===== config.mk =====
export PLATFORM = sky130hd
export DESIGN_NAME = npc_ifu
export DESIGN_NICKNAME = d
export VERILOG_FILES = /design/src/rtl/npc_pkg.sv /design/src/rtl/npc_ifu_fifo.sv /design/src/rtl/npc_ifu.sv
export SDC_FILE = /design/constraint.sdc
export NUM_CORES = 1
export LEC_CHECK = 0
export CAP_MARGIN = 20
export CORE_MARGIN = 3
export CORE_UTILIZATION = 25
export DETAILED_ROUTE_END_ITERATION = 16
export PLACE_DENSITY = 0.46
export SYNTH_ARGS = -nofsm -noshare
export SYNTH_HDL_FRONTEND = slang
export SYNTH_HIERARCHICAL = 1
export SYNTH_SLANG_ARGS = --single-unit

===== constraint.sdc =====
create_clock -name clk -period 10.1 [get_ports clk]
set_input_delay 3.03 -clock clk [delete_from_list [all_inputs] [get_ports clk]]
set_output_delay 3.03 -clock clk [all_outputs]
set_load 0.1 [all_outputs]

===== src/rtl/npc_pkg.sv =====
// npc_pkg: shared constants and types for the npc core front end.
//   XLEN             datapath width
//   RESET_PC_DEFAULT default fetch PC after reset
//   INST_EBREAK      ebreak encoding, used by the optional fetch halt
//   ifu_state_e      fetch unit run/halt state
//   ifu_entry_t      instruction buffer entry {pc, inst}
package npc_pkg;

    localparam int              XLEN             = 32;
    localparam logic [XLEN-1:0] RESET_PC_DEFAULT = 32'h8000_0000;
    localparam logic [XLEN-1:0] INST_EBREAK      = 32'h0010_0073;

    typedef enum logic {
        IFU_RUN  = 1'b0,
        IFU_HALT = 1'b1
    } ifu_state_e;

    typedef struct packed {
        logic [XLEN-1:0] pc;
        logic [XLEN-1:0] inst;
    } ifu_entry_t;

endpackage


===== src/rtl/npc_ifu_fifo.sv =====
// npc_ifu_fifo: synchronous FIFO with flush and occupancy count.
//   DEPTH  entries (any value >= 1)
//   WIDTH  entry width
// Ports:
//   clk_i    clock
//   rst_ni   synchronous reset, active low
//   flush_i  empties the FIFO; a same-cycle push/pop is discarded
//   push_i   write wdata_i (ignored when full unless a pop frees the slot)
//   pop_i    advance the head (ignored when empty)
//   rdata_o  head entry (registered storage, no write-through bypass)
//   count_o  current occupancy
module npc_ifu_fifo #(
    parameter  int DEPTH = 2,
    parameter  int WIDTH = 64,
    localparam int PW    = (DEPTH > 1) ? $clog2(DEPTH) : 1,
    localparam int CW    = $clog2(DEPTH + 1)
) (
    input  logic             clk_i,
    input  logic             rst_ni,
    input  logic             flush_i,
    input  logic             push_i,
    input  logic [WIDTH-1:0] wdata_i,
    input  logic             pop_i,
    output logic [WIDTH-1:0] rdata_o,
    output logic [CW-1:0]    count_o
);

    logic [WIDTH-1:0] mem_q [DEPTH];
    logic [PW-1:0]    wptr_q, rptr_q;
    logic [CW-1:0]    cnt_q;
    logic             full, empty, do_push, do_pop;

    // Explicit wrap so non-power-of-2 depths also work.
    function automatic logic [PW-1:0] ptr_inc(input logic [PW-1:0] p);
        return (p == PW'(DEPTH - 1)) ? '0 : p + 1'b1;
    endfunction

    assign full    = (cnt_q == CW'(DEPTH));
    assign empty   = (cnt_q == '0);
    assign do_pop  = pop_i && !empty;
    // At full, a simultaneous pop frees the head slot, which is the slot being written.
    assign do_push = push_i && (!full || do_pop);

    always_ff @(posedge clk_i) begin
        if (!rst_ni || flush_i) begin
            wptr_q <= '0;
            rptr_q <= '0;
            cnt_q  <= '0;
        end else begin
            if (do_push) wptr_q <= ptr_inc(wptr_q);
            if (do_pop)  rptr_q <= ptr_inc(rptr_q);
            cnt_q <= cnt_q + CW'(do_push) - CW'(do_pop);
        end
    end

    // Storage needs no reset: contents are only observed while count_o != 0.
    always_ff @(posedge clk_i) begin
        if (rst_ni && !flush_i && do_push) mem_q[wptr_q] <= wdata_i;
    end

    assign rdata_o = mem_q[rptr_q];
    assign count_o = cnt_q;

endmodule


===== src/rtl/npc_ifu.sv =====
// npc_ifu: instruction fetch unit. Owns the PC, issues in-order word fetches,
// buffers returned words with their PCs and hands {inst, inst_pc} to decode.
// Redirects from execute flush the buffer and discard responses still owed
// for the abandoned path.
// Optional feature: define NPC_IFU_EBREAK_HALT_EN to stop fetching once an
// ebreak word enters the buffer (halted=1 until redirect or reset).
// Ports:
//   clk, rst (sync, active low)
//   redirect_valid/redirect_pc         PC change from execute
//   imem_req_valid/ready/addr          fetch request bus
//   imem_rsp_valid/data                in-order responses, no backpressure
//   inst_valid/ready, inst, inst_pc    buffer head toward decode
//   halted                             fetch stopped on ebreak
module npc_ifu
    import npc_pkg::*;
#(
    parameter logic [XLEN-1:0] RESET_PC   = RESET_PC_DEFAULT,
    parameter int              FIFO_DEPTH = 2,
    parameter int              MAX_OUTST  = 2
) (
    input  logic            clk,
    input  logic            rst,
    input  logic            redirect_valid,
    input  logic [XLEN-1:0] redirect_pc,
    output logic            imem_req_valid,
    input  logic            imem_req_ready,
    output logic [XLEN-1:0] imem_req_addr,
    input  logic            imem_rsp_valid,
    input  logic [XLEN-1:0] imem_rsp_data,
    output logic            inst_valid,
    input  logic            inst_ready,
    output logic [XLEN-1:0] inst,
    output logic [XLEN-1:0] inst_pc,
    output logic            halted
);

    localparam int FCW    = $clog2(FIFO_DEPTH + 1);
    localparam int PCW    = $clog2(MAX_OUTST + 1);
    // Owed responses accumulate across back-to-back redirects.
    localparam int DROP_W = 8;

    logic [XLEN-1:0]   pc_q, pc_d;
    logic [DROP_W-1:0] drop_q, drop_d;
    ifu_state_e        state_q;
    logic              halted_q;

    logic [FCW-1:0]    fifo_cnt;
    logic [PCW-1:0]    outst;
    logic [XLEN-1:0]   rsp_pc;
    ifu_entry_t        head, push_entry;
    logic              credit_ok, req_fire, live_rsp, push, hit_ebreak;

    // Every accepted request reserves a buffer slot so a response never blocks.
    assign credit_ok = (32'(outst) < 32'(MAX_OUTST)) &&
                       (32'(outst) + 32'(fifo_cnt) < 32'(FIFO_DEPTH));

    assign imem_req_valid = rst && (state_q == IFU_RUN) && !redirect_valid && credit_ok;
    assign imem_req_addr  = pc_q;
    assign req_fire       = imem_req_valid && imem_req_ready;

    // A response is live only when nothing from a flushed path is still owed.
    assign live_rsp = imem_rsp_valid && !redirect_valid && (drop_q == '0);
    // In HALT, live responses retire their PC but the word is discarded.
    assign push     = live_rsp && (state_q == IFU_RUN);

`ifdef NPC_IFU_EBREAK_HALT_EN
    assign hit_ebreak = push && (imem_rsp_data == INST_EBREAK);
`else
    assign hit_ebreak = 1'b0;
`endif

    // PC queue: one entry per live request, so its occupancy is the live
    // outstanding count; a redirect flush hands tracking over to drop_q.
    npc_ifu_fifo #(
        .DEPTH (MAX_OUTST),
        .WIDTH (XLEN)
    ) u_pcq (
        .clk_i   (clk),
        .rst_ni  (rst),
        .flush_i (redirect_valid),
        .push_i  (req_fire),
        .wdata_i (pc_q),
        .pop_i   (live_rsp),
        .rdata_o (rsp_pc),
        .count_o (outst)
    );

    assign push_entry = '{pc: rsp_pc, inst: imem_rsp_data};

    npc_ifu_fifo #(
        .DEPTH (FIFO_DEPTH),
        .WIDTH (2 * XLEN)
    ) u_ibuf (
        .clk_i   (clk),
        .rst_ni  (rst),
        .flush_i (redirect_valid),
        .push_i  (push),
        .wdata_i (push_entry),
        .pop_i   (inst_valid && inst_ready),
        .rdata_o (head),
        .count_o (fifo_cnt)
    );

    assign inst_valid = (fifo_cnt != '0);
    assign inst       = inst_valid ? head.inst : '0;
    assign inst_pc    = inst_valid ? head.pc   : '0;
    assign halted     = halted_q;

    always_comb begin
        pc_d   = pc_q;
        drop_d = drop_q;
        if (redirect_valid) begin
            pc_d   = redirect_pc & 32'hFFFF_FFFC;
            // Live requests become owed; a response landing now is already gone.
            drop_d = drop_q + DROP_W'(outst) - DROP_W'(imem_rsp_valid);
        end else begin
            if (req_fire)                         pc_d   = pc_q + 32'd4;
            if (imem_rsp_valid && drop_q != '0)   drop_d = drop_q - 1'b1;
        end
    end

    always_ff @(posedge clk) begin
        if (!rst) begin
            pc_q   <= RESET_PC;
            drop_q <= '0;
        end else begin
            pc_q   <= pc_d;
            drop_q <= drop_d;
        end
    end

    always_ff @(posedge clk) begin
        if (!rst) begin
            state_q  <= IFU_RUN;
            halted_q <= 1'b0;
        end else begin
            case (state_q)
                IFU_RUN: begin
                    if (hit_ebreak) begin
                        state_q  <= IFU_HALT;
                        halted_q <= 1'b1;
                    end
                end
                IFU_HALT: begin
                    if (redirect_valid) begin
                        state_q  <= IFU_RUN;
                        halted_q <= 1'b0;
                    end
                end
                default: begin
                    state_q  <= IFU_RUN;
                    halted_q <= 1'b0;
                end
            endcase
        end
    end

endmodule


==> impl_results.md, run 1 <==
* Post-CTS Setup Bufs at 0
* Clock sink total at 241
* Synth cell types at between 60 and 70
* Synth Area in Compound Gates at between 6 and 7%
* Least-Margin Pin Slew at 1.07 ns
* Drt wl/cell at between 15 and 20 um
* Status: finished clean
* Number of global-route vias before repair at 6712
* Share of cells above drive strength 1 at 8.18%
* Final Hold Fails at 0
* Clk_lat worst skew at 0.56 ns
* Slew HR at 28.8%
* Worst setup EP type: primary output
* Worst Hold Slack at a little over 0.5 ns
* Max FO, Critical Path at 23
* H-tree Lvls at 1
* Die Width at about 210 um
* Post_cts resized at 0
* Max clock buf depth at 3
* Routed vias/inst at about 4.4
* # IOs at around 170
* # diodes at 0
* Xor and xnor area share after synthesis at about 1.3%
* Post-synthesis sequential area ratio at 63.1%
* Synth Area per Inst at about 14 um^2
* Final weighted congestion in routability-driven placement at 0.733
* Die footprint at roughly 45000 um^2
* Total CTS buffers at 30
* Cell Count, Final, Fillers Out at ~1.5k
* Crit start category: input port
* Synth top area share at a little over half
* Worst Skew at about 0.0090 ns
* Most frequent cell after synthesis: edfxtp_1
* Gate Count Post-Synth at 790
* Top post-synthesis cells by area: edfxtp_1 54%, mux2_1 9.9%, dfxtp_1 9.2%
* Primary FF master, synth: edfxtp_1
* Pwr Density at roughly 190 nW/um^2
* Power after layout at about 2600 uW
* Synth Area in Adders at 3.06%
* Post-synth EDFFs at 192
* CP Data Arrival Time at 4.51 ns
* Via count at between 6k and 7k
* Fmax at 0.133 GHz
* Clk pin slew, worst setup/hold paths at ~0.05 ns
* Main combinational cell family by area after synthesis: simple AND/OR/NAND/NOR gates
* Total negative setup slack at 0 ns
* Multi-input logic area at roughly 3600 um^2
* Min Tclk post-route at between 7 and 8 ns
* Synth Register Bits at roughly 240
* Number of remaining DRC errors at 0
* CP required at approximately 7.1 ns
* Unrepaired setup endpoints after global routing: false
* Cts-stage hold buffer count at 0
* Most instantiated cells after synthesis: 192 x edfxtp_1, 94 x mux2_1, 76 x and2_1, 49 x dfxtp_1, 45 x nand2_1
* Area leader, netlist: edfxtp_1
* Async SR Flop Fraction at 0%
* Post-synthesis simple-gate area fraction at between 10% and 20%
* Finish-stage setup viols at 0
* Gr ovfl total at 0
* Die Y at 213 um
* Synthesized area at between 10000 and 15000 um^2
* Max-slew violations at 0
* Starting Density at between 20% and 30%
* Critical path class: input port to primary output
* Fillers at between 4k and 5k
* Core area at approximately 42000 um^2
* Tcrit/Tclk final at between 70% and 80%
* CTS tree: built
* Largest net degree at the start of global routing at 65
* Max capacitance violation total at 0
* Final ANT Viol Nets at 0
* Area grow syn2layout at 30.2%
* PnR worst setup slack at about 2.6 ns
* Static leakage at between 0.004 and 0.005 uW
* Final #Nets at about 1.1k
* Initial antenna violation count at 0
* First-pass GRT wire length at 41100 um
* Drt pass-1 iters at 4
* Initial drt markers at 380
* Multiplexer share of the synthesized area at between 10% and 20%
* GRT Util Overall at between 10% and 20%
* DP HPWL at 17500 um
* Final wirelength at around 27000 um
* Port Buffers at 163
* Worst slack at placement at 2.57 ns
* Placed insts at between 1k and 1.5k
* Yosys Warn Count at 6
* Root buf cell: clkbuf_16
* Peak VDD IR at 126 uV
* Reg area at a little under 7000 um^2
* Row cnt at 75
* Hold/Removal Path Class: flip-flop to flip-flop
==> registers in the layout (all words and copies together), names as in the netlist, named ones only <==
name            count
u_ibuf/rptr_q       1
drop_q              8
imem_req_addr      30
u_ibuf/mem_q      128
u_pcq/count_o       2
u_pcq/wptr_q        1
u_ibuf/wptr_q       1
u_pcq/rptr_q        1
u_pcq/mem_q        64
u_ibuf/count_o      2
state_q             1
==> critical path, cell delays in order <==
cell             delay [ns]
clkdlybuf4s50_1        0.45
buf_4                  0.29
nand2_1                0.14
nor2_1                 0.24
buf_4                  0.34
==> metrics by stage <==
| stage | instance area, um^2 | util, % |
|---|---|---|
| global route | 13900 | 33.1 |
| finish | 13900 | 33.1 |
| detailed placement | 12900 | 30.6 |
| CTS | 13900 | 33.1 |
| floorplan | 10700 | - |
| global placement | 12900 | 30.6 |
==> power breakdown <==
part	leakage, uW	internal, uW	total, uW	switching, uW
combinational	0.00211	138	370	232
sequential	0.00214	1090	1120	26.4
clock	0.000497	699	1120	423
==> worst paths after layout <==
check / startpoint / endpoint / slack (ns) / depth (start not counted)
min: u_ibuf/rptr_q / flip-flop / 0.51 / 2
max reg2reg: u_pcq/count_o[0] / u_pcq/mem_q[0][2] / 6.18 / 8
min reg2reg: u_ibuf/rptr_q / flip-flop / 0.51 / 2
max: rst / imem_req_valid / 2.56 / 5
==> metal layers <==
layer	part of all wire [%]	track usage (%)	wire length, um
met1	45	15.8	12200
met2	47	19.7	12800
met3	6.0	2.60	1650
met4	2.0	3.12	543
met5	0	0	0
==> layout by cell type, fill, tap and decap left out, types with 3 or more instances in the layout <==
master / synthesis / routed
edfxtp_1: 192 / 192
clkdlybuf4s50_1: 0 / 161
mux2_1: 94 / 94
and2_1: 76 / 76
dfxtp_1: 49 / 47
nand2_1: 45 / 45
inv_1: 33 / 33
clkbuf_16: 0 / 30
nor2_1: 25 / 25
a21oi_1: 25 / 25
ha_1: 23 / 23
nand3_1: 16 / 16
nand4_1: 13 / 13
o21ai_0: 13 / 13
xnor2_1: 12 / 12
nor3_1: 13 / 9
or3_1: 9 / 9
buf_4: 12 / 9
and4_1: 8 / 8
mux2_2: 7 / 7
conb_1: 1 / 7
bufinv_16: 0 / 6
a211oi_1: 5 / 5
o211a_1: 5 / 5
and3_1: 5 / 5
a31oi_1: 5 / 5
nor4_1: 5 / 5
clkbuf_1: 20 / 5
nor2b_1: 4 / 4
o21a_1: 4 / 4
nand2b_1: 4 / 4
o211ai_1: 4 / 4
xor2_1: 4 / 4
nor3_2: 0 / 4
a311oi_1: 3 / 3
clkinvlp_4: 0 / 3
clkinv_1: 0 / 3
clkinv_2: 0 / 3
==> kinds of logic (layout without fill, tap and decap cells) <==
family	after synthesis	count (layout)
compound gates	95	95
xor+xnor	16	16
fa+ha+maj	25	25
buf+inv	77	259
flops	241	241
mux	104	104
other cells	1	7
simple gates	231	231
==> cell type report <==
cell class / instances / area share, %
timing repair buffer: 171 / 12.1
sequential: 241 / 48.5
inverter: 35 / 0.943
multi-input combinational: 478 / 26.2
tap: 539 / 4.84
clock inverter: 18 / 1.98
clock buffer: 35 / 5.52
(Power assumes the default switching activity.)
==> run 2: changes to the inputs <==
clock period = 7.73 ns   (was 10.1 ns; I/O delays follow)
==> impl_results.md, run 2 (same netlist as run 1, synthesis figures left out) <==
* Largest register by flop count: u_ibuf/mem_q
* Least-Margin Pin Slew at 1.06 ns (-0.00964 ns)
* Comb power frac at 14.3% (about the same)
* Status: finished clean
* Clk pin slew, worst setup/hold paths at 0.06 ns (about the same)
* Crit start category: input port
* First-pass GRT wire length at 40800 um (-0.84%)
* H-tree Lvls at 1 (unchanged)
* Post-CTS Setup Bufs at 0 (unchanged)
* Initial drt markers at 356 (-6.3%)
* Worst reg2reg path endpoint: u_pcq/count_o[1]
* Die Y at 213 um (unchanged)
* Most common cell after layout, fill and taps aside: edfxtp_1
* Slew HR at 29.4% (+0.64 points)
* Met2 global-route usage at 20.1% (+0.39 points)
* PnR worst setup slack at 1.95 ns (-0.618 ns)
* Clk_lat worst skew at 0.56 ns (about the same)
* Number of remaining DRC errors at 0 (unchanged)
* Peak VDD IR at 154 uV (+22%)
* Port Buffers at 163 (unchanged)
* Max clock buf depth at 3 (unchanged)
* Min Tclk post-route at about 5.8 ns
* Area grow syn2layout at 30.2% (unchanged)
* Fillers at 4200 (+1.4%)
* Die Width at 213 um (unchanged)
* Pint at 2500 uW (+30%)
* Launching point of the worst reg2reg path: u_pcq/count_o[0]
* Worst hold start: u_pcq/rptr_q
* Slowest-stage cell, CP: clkdlybuf4s50_1
* Max capacitance violation total at 0 (unchanged)
* Final Hold Fails at 0 (unchanged)
* CTS tree: built
* Final #Nets at 1054 (+0.19%)
* Tcrit/Tclk final at approximately 75%
* Total CTS buffers at 30 (unchanged)
* Reg-to-reg slack, setup at 3.88 ns (-2.30 ns)
* Cts-stage hold buffer count at 0 (unchanged)
* Routed vias/inst at 4.39 (-0.63%)
* Initial antenna violation count at 0 (unchanged)
* Final weighted congestion in routability-driven placement at 0.756 (+3.2%)
* CP top delay family: buffers and inverters
* Number of global-route vias before repair at 6532 (-2.7%)
* Crit-path cells: clkdlybuf4s50_1 -> nand2_1 -> nor2_1 -> buf_4
* Finish-stage setup viols at 0 (unchanged)
* NetSw at 870 uW (+28%)
* DP HPWL at 17700 um (+1.3%)
* GRT Util Overall at 11.8% (-0.13 points)
* Final wirelength at 27100 um (-0.53%)
* Share of cells above drive strength 1 at 8.45% (+0.27 points)
* Sequential Power Share at 43.3% (+0.5 points)
* Pwr Density at 242 nW/um^2 (+29%)
* Busiest grt layer: met2
* Static leakage at 0.00476 uW (+0.33%)
* CP Data Arrival Time at 3.46 ns (-1.05 ns)
* Largest net degree at the start of global routing at 65 (unchanged)
* CP peak stage delay at 0.52 ns (+0.07 ns)
* Final core utilization at 33.1% (unchanged)
* Starting Density at 25.4% (unchanged)
* Post_cts resized at 0 (unchanged)
* CP required at 5.41 ns (-1.66 ns)
* # IOs at 169 (unchanged)
* Clock network power share at 42.4% (-0.6 points)
* Hold/Removal Path Class: flip-flop to flip-flop
* Worst Hold Depth at 2 (unchanged)
* Gr ovfl total at 0 (unchanged)
* Die footprint at 45300 um^2 (unchanged)
* Setup crit start: rst
* Grt met3 use at 2.82% (+0.22 points)
* Final ANT Viol Nets at 0 (unchanged)
* Root buf cell: clkbuf_16
* Worst Skew at 0.0226 ns (+0.0136 ns)
* Max-slew violations at 0 (unchanged)
* Max FFs per register at 128 (unchanged)
* Met1 GRT Util at 15.2% (-0.60 points)
* R2r worst-path depth at 12 (+4)
* Via count at 6688 (-0.30%)
* Unrepaired setup endpoints after global routing: false
* Critical path class: input port to primary output
* Bufs and invs on worst path at 2 (-1)
* Most frequent cells in the layout: 192 x edfxtp_1, 161 x clkdlybuf4s50_1, 94 x mux2_1
* Clock sink total at 241 (unchanged)
* Drt wl/cell at 17.8 um (-0.86%)
* Sw Ratio at 25.8% (-0.31 points)
* Worst setup EP type: primary output
* Worst slack at placement at 1.92 ns (-0.655 ns)
* Core area at 42100 um^2 (unchanged)
* Max FO, Critical Path at 2 (-91%)
* Fmax at approximately 0.17 GHz
* Row cnt at 75 (unchanged)
* Drt pass-1 iters at 4 (unchanged)
[run 2: cell count changes in the layout (fill, tap and decap cells not counted), sizes merged]
cell,before,now
diode,0,1
clkinvlp,3,1
clkinv,8,11
buf,10,12
bufinv,6,5
clkbuf,35,37
[run 2: how the worst max path moves through the flow]
stage	endpoint	slack [ns]	cells past startpoint
after global placement	imem_req_valid	1.91	4
after CTS	inst_pc[0]	1.84	4
final	imem_req_valid	1.95	4
after floorplan	u_ibuf/mem_q[0][0]	-0.76	6
after detailed placement	imem_req_valid	1.92	4
after global routing	inst[27]	1.70	4
[run 2: power by group through the flow]
stage / clock network [uW] / registers [uW] / logic (uW)
floorplan: 0 / 1550 / 290
global placement: 0 / 1490 / 486
detailed placement: 0 / 1490 / 487
CTS: 1480 / 1460 / 490
global route: 1540 / 1470 / 529
finish: 1430 / 1460 / 483
[run 2: cell type report]
class                           instances  area, um^2  area share [%]
Inverter                               35         131           0.943
Sequential cell                       241        6750            48.5
Clock inverter                         18         231            1.66
Clock buffer                           37         797            5.72
Timing Repair Buffer                  173        1700            12.2
Tap cell                              539         674            4.84
Antenna cell                            1        2.50          0.0180
Multi-Input combinational cell        478        3650            26.2
[run 2: worst reg2reg max path, cell delays in order, from the launching register on]
cell	delay (ns)
dfxtp_1	0.44
and2_1	0.18
fa_1	0.42
or4_4	0.50
or2_1	0.50
inv_1	0.58
o31ai_4	0.21
ha_1	0.32
inv_1	0.04
ha_1	0.17
xor2_1	0.15
and2_1	0.15
nor3_1	0.12
[run 2: metal layers]
metal  vias up  routed length, um
li1       3246                  -
met1      3252              12200
met2       160              12900
met3        30               1730
met4         0                368
met5         -                  0
[run 2: per-stage QoR]
step	hold slack (ns)	area, um^2	TNS (ns)	cells	power [uW]
floorplan	0.480	10700	-97.03	796	1840
global placement	0.492	12900	0	1466	1970
detailed placement	0.497	12900	0	1466	1980
CTS	0.511	13900	0	1521	3430
global route	0.549	13900	0	1521	3540
finish	0.505	13900	0	1522	3370
==> run 3: changes to the inputs <==
PLACE_DENSITY = 0.48   (was 0.46)
clock period = 5.2 ns   (was 7.73 ns; I/O delays follow)
==> impl_results.md, run 3 (same netlist as run 1, synthesis figures left out) <==
* Peak VDD IR at 225 uV (+46%)
* Initial drt markers at 242 (-32%)
* Bufs and invs on worst path at 2 (unchanged)
* CP top delay family: buffers and inverters
* CP required at 3.64 ns (-1.77 ns)
* Final Instance Area at 13800 um^2 (-0.89%)
* H-tree Lvls at 1 (unchanged)
* Largest register by flop count: u_ibuf/mem_q
* Slew HR at 28.6% (-0.76 points)
* Hold/Removal Path Class: flip-flop to flip-flop
* Gr ovfl total at 0 (unchanged)
* Largest net degree at the start of global routing at 65 (unchanged)
* Drt wl/cell at 18.3 um (+2.4%)
* Final wirelength at 27900 um (+2.8%)
* Static leakage at 0.00493 uW (+3.5%)
* DP HPWL at 18100 um (+2.4%)
* Clk pin slew, worst setup/hold paths at 0.06 ns (about the same)
* Finish-stage setup viols at 0 (unchanged)
* Post-CTS Setup Bufs at 0 (unchanged)
* Total negative setup slack at 0 ns (unchanged)
* Crit-path cells: clkdlybuf4s50_1 -> nand2_1 -> nor2_1 -> buf_12
* Cell Count, Final, Fillers Out at 1527 (+0.33%)
* Root buf cell: clkbuf_16
* Final core utilization at 32.8% (-0.29 points)
* Least-Margin Pin Slew at 1.07 ns (+0.0148 ns)
* Clk_lat worst skew at 0.55 ns (about the same)
* # IOs at 169 (unchanged)
* First-pass GRT wire length at 41300 um (+1.2%)
* Slowest-stage cell, CP: clkdlybuf4s50_1
* Clock sink total at 241 (unchanged)
* Area grow syn2layout at 29.1%
* Pwr Density at 355 nW/um^2 (+46%)
* CP Data Arrival Time at 2.66 ns (-0.80 ns)
* Max capacitance violation total at 0 (unchanged)
* Max-slew violations at 0 (unchanged)
* Cts-stage hold buffer count at 0 (unchanged)
* Post_cts resized at 0 (unchanged)
* Die Width at 213 um (unchanged)
* Final Hold Fails at 0 (unchanged)
* Number of remaining DRC errors at 0 (unchanged)
* Worst Skew at 0.0102 ns (-0.0124 ns)
* Launching point of the worst reg2reg path: u_pcq/count_o[0]
* Setup crit start: rst
* Crit start category: input port
* Drt pass-1 iters at 4 (unchanged)
* Final ANT Viol Nets at 0 (unchanged)
* Power after layout at 4900 uW (+45%)
* Row cnt at 75 (unchanged)
* Placed cell areas at 12900 um^2 (-0.37%)
* Most common cell after layout, fill and taps aside: edfxtp_1
* CP peak stage delay at 0.50 ns (-0.02 ns)
* Port Buffers at 163 (unchanged)
* Initial antenna violation count at 0 (unchanged)
* Min Tclk post-route at between 4 and 5 ns
* Critical path class: input port to primary output
* Tcrit/Tclk final at between 80% and 90%
* Routed vias/inst at 4.40 (+0.16%)
* Worst Hold Depth at 2 (unchanged)
* Final #Nets at 1060 (+0.57%)
* Via count at 6721 (+0.49%)
* Placed insts at 1473 (+0.48%)
* Most frequent cells in the layout: 192 x edfxtp_1, 96 x clkdlybuf4s50_1, 94 x mux2_1
* Die Y at 213 um (unchanged)
* Final weighted congestion in routability-driven placement at 0.770 (+1.8%)
* Worst reg2reg path endpoint: u_pcq/count_o[1]
* Reg-to-reg slack, setup at 1.69 ns (-2.19 ns)
* Max FFs per register at 128 (unchanged)
* Total CTS buffers at 29 (-3.3%)
* Worst setup EP type: primary output
* Worst hold start: u_pcq/rptr_q
* GRT Util Overall at 12.0% (+0.24 points)
* Max clock buf depth at 3 (unchanged)
* Fmax at 0.237 GHz
* Share of cells above drive strength 1 at 15.3% (+6.8 points)
* Status: finished clean
* Number of global-route vias before repair at 6640 (+1.7%)
* CTS tree: built
* R2r worst-path depth at 14 (+2)
* Core area at 42100 um^2 (unchanged)
* Unrepaired setup endpoints after global routing: false
* # diodes at 0 (-1)
* Max FO, Critical Path at 3 (+1)
* Die footprint at 45300 um^2 (unchanged)
* Starting Density at 25.4% (unchanged)
run 3: changes by cell type in the layout (fill, tap and decap cells not counted), moves of 3 or more:
| cell | previous run | this run |
|---|---|---|
| clkbuf_1 | 5 | 11 |
| buf_4 | 11 | 80 |
| clkinv_1 | 4 | 1 |
| buf_12 | 0 | 3 |
| clkbuf_8 | 2 | 7 |
| clkinv_2 | 5 | 2 |
| nor3_2 | 4 | 0 |
| bufinv_16 | 5 | 2 |
| nor3_4 | 0 | 4 |
| clkdlybuf4s50_1 | 161 | 96 |
run 3: routing by layer:
layer | track usage [%] | wire (um) | part of all wire (%)
met5 | 0 | 0 | 0
met4 | 3.42 | 621 | 2.2
met3 | 2.84 | 1610 | 5.8
met2 | 20.0 | 12900 | 46
met1 | 15.6 | 12800 | 46
run 3: area by class of cell:
type / instances / area [um^2]
Timing Repair Buffer: 180 / 1630
Multi-Input combinational cell: 478 / 3670
Sequential cell: 241 / 6750
Clock inverter: 7 / 91.3
Fill cell: 4169 / 28300
Clock buffer: 47 / 863
Inverter: 35 / 131
Tap cell: 539 / 674
run 3: worst reg2reg max path: stages (launching register included):
cell	delay, ns
dfxtp_1	0.45
and2_1	0.18
fa_1	0.41
or4_4	0.53
or2_1	0.24
buf_4	0.21
inv_1	0.07
buf_4	0.24
o31ai_4	0.16
ha_1	0.31
inv_1	0.04
ha_1	0.18
xor2_1	0.15
and2_1	0.15
nor3_1	0.11
run 3: how the worst max path moves through the flow:
stage | slack (ns) | depth (start not counted) | endpoint
6_report | 0.98 | 4 | imem_req_valid
5_1_grt | 0.95 | 4 | imem_req_valid
4_1_cts | 0.99 | 4 | imem_req_valid
3_5_place_dp | 0.90 | 10 | u_ibuf/count_o[1]
3_3_place_gp | 0.98 | 10 | u_ibuf/count_o[1]
2_1_floorplan | -0.54 | 6 | u_ibuf/mem_q[0][0]
run 3: per-stage QoR:
step	hold WS, ns	setup WS, ns
2_1_floorplan	0.480	-0.540
3_3_place_gp	0.495	0.978
3_5_place_dp	0.500	0.905
4_1_cts	0.516	0.990
5_1_grt	0.546	0.953
6_report	0.511	0.977
run 3: power by group:
| part | internal, uW | leakage [uW] | switching (uW) | total [uW] |
|---|---|---|---|---|
| registers | 2120 | 0.00214 | 50.9 | 2170 |
| logic | 271 | 0.00232 | 456 | 727 |
| clock network | 1230 | 0.000467 | 772 | 2000 |
| total | 3620 | 0.00493 | 1280 | 4900 |
==> RTL edit (flow settings as in run 1) <==
Build with the macro `NPC_IFU_EBREAK_HALT_EN` defined.
--- a/src/rtl/npc_ifu.sv
+++ b/src/rtl/npc_ifu.sv
@@ -11,6 +11,8 @@
 //   imem_rsp_valid/data                in-order responses, no backpressure
 //   inst_valid/ready, inst, inst_pc    buffer head toward decode
 //   halted                             fetch stopped on ebreak
+`define NPC_IFU_EBREAK_HALT_EN
+
 module npc_ifu
     import npc_pkg::*;
 #(
Check against the original RTL: not equivalent (Yosys sat finds a counterexample within 4 cycles, from zero or initial values and one cycle with rst low).
==> RTL edit against run 1 <==
Area after synthesis up 1.3%; design area up 1.4%; sequential cell count is 1 higher; sequential share of layout area is 0.55 points lower; global-route usage up 0.12 points; critical path type unchanged; setup slack got worse by 0.19 ns; routed wire length is 2.8% higher; critical endpoint unchanged; power decreased by 0.27%; cell count grew 3.9%; clock skew increased by 0.015 ns.
==> RTL edit: results (changes against run 1) <==
[outcome]
outcome=completed

[layout]
final_nets=1071  ; +1.8%
multi_input_area_um2=3790  ; +3.8%
fillers=4277  ; +3.2%
drive_gt1_share_pct=8.61  ; +0.43 points

[pwr]
max-vdd-ir-drop_mv=0.0877  ; -30%
leakage_nw=4.76  ; +0.33%
p_switching_w=0.000696  ; +2.2%

[drt]
drt_iter0_markers=374  ; -1.6%
drt-vias-per-instance=4.34  ; -1.9%
wl_per_cell_um=17.8  ; -1.0%
first_pass_iters=5  ; +1

[synth]
ys_seq_area_share_pct=62.4  ; -0.62 points
yosysWarningCount=6  ; unchanged
synth_area_leaders=edfxtp_1 (53%), mux2_1 (9.8%), dfxtp_1 (9.2%)
netlist_top_cells_count=edfxtp_1 (192), mux2_1 (94), and2_1 (69)
yosysUniqueCellTypes=63  ; -4.5%
synth_cells=805  ; +1.9%

[timing]
worst_slew_pin_slew_ns=1.07  ; +0.00490 ns
finalClockSkew_ns=0.0245  ; +0.0154 ns
worst_hold_slack_ns=0.517  ; +0.00241 ns

[placed_design]
portBuffers=164  ; +0.61%
place_area_um2=13100  ; +1.8%
place_congestion=0.725  ; -1.1%

[grt]
grt_pass1_wl_um=43200  ; +5.2%
grt_max_degree=67  ; +3.1%
grt_use_total_pct=12.0  ; +0.12 points
grt_pass1_vias=6822  ; +1.6%

[setup_path]
crit_path_max_fanout=37  ; +61%
r2r_slack_ns=6.43  ; +0.25 ns
arrival_ns=4.70  ; +0.19 ns

[RTL edit: cell count changes after synthesis, moves of 5 or more]
| cell | change |
|---|---|
| a211oi_1 | +8 |
| and2_1 | -7 |
| and4_1 | -6 |
| nand2_1 | -20 |
| nand3_1 | +9 |
| nor2_1 | +16 |
| nor4_1 | +6 |
| o211a_1 | -5 |
| o21ai_0 | +7 |
| or3_1 | -8 |
| xnor2_1 | +5 |
| xor2_1 | +6 |
[RTL edit: worst reg2reg max path, delay by kind of cell, from the launching register on]
kind | cells | cell delay [ns]
and+or+nand+nor | 4 | 0.96
AOI/OAI and AO/OA | 1 | 0.24
buffers and inverters | 2 | 1.13
DFF | 1 | 0.47
adders and majority gates | 1 | 0.47
[RTL edit: path summary, 6_finish.rpt]
path                     from            endpoint  cells after the start
max                       rst      imem_req_valid                      6
max reg2reg  u_pcq/count_o[0]  u_pcq/mem_q[0][15]                      8
min              u_pcq/rptr_q            register                      2
min reg2reg      u_pcq/rptr_q            register                      2
[RTL edit: cell families after synthesis]
logic type      after synthesis  share of synthesized area (%)
simple gates                247                           13.3
other cells                   1                         0.0346
xor+xnor                     27                           2.18
fa+ha+maj                    25                           3.02
compound gates               87                           5.33
flops                       242                           62.4
buf+inv                      73                           2.98
mux                         103                           10.7
[RTL edit: power groups by stage]
| stage | Sequential (W) | Combinational, W | Clock, W |
|---|---|---|---|
| after floorplan | 0.00120 | 0.000222 | 0 |
| after global placement | 0.00115 | 0.000388 | 0 |
| after detailed placement | 0.00115 | 0.000389 | 0 |
| after CTS | 0.00113 | 0.000392 | 0.00112 |
| after global routing | 0.00114 | 0.000431 | 0.00116 |
| final | 0.00113 | 0.000388 | 0.00108 |
[RTL edit: final cells by class]
cell class / count / area share (%)
Sequential cell: 242 / 47.9
Clock inverter: 17 / 1.43
Tap cell: 577 / 5.11
Timing Repair Buffer: 175 / 12.2
Clock buffer: 38 / 5.74
Inverter: 32 / 0.850
Multi-Input combinational cell: 495 / 26.8
[RTL edit: per-layer routing]
metal | up-vias | track usage [%] | share of wire (%)
met4 | 0 | 3.24 | 1.9
met1 | 3269 | 17.3 | 49
met3 | 39 | 2.47 | 5.5
met2 | 205 | 18.5 | 43
li1 | 3320 | - | -
met5 | - | 0 | 0
[RTL edit: through the flow]
step | worst slack, ns | std cells
after CTS | 2.33 | 1576
after detailed placement | 2.34 | 1521
after global routing | 2.19 | 1576
after floorplan | 1.42 | 810
after global placement | 2.33 | 1521
final | 2.37 | 1576
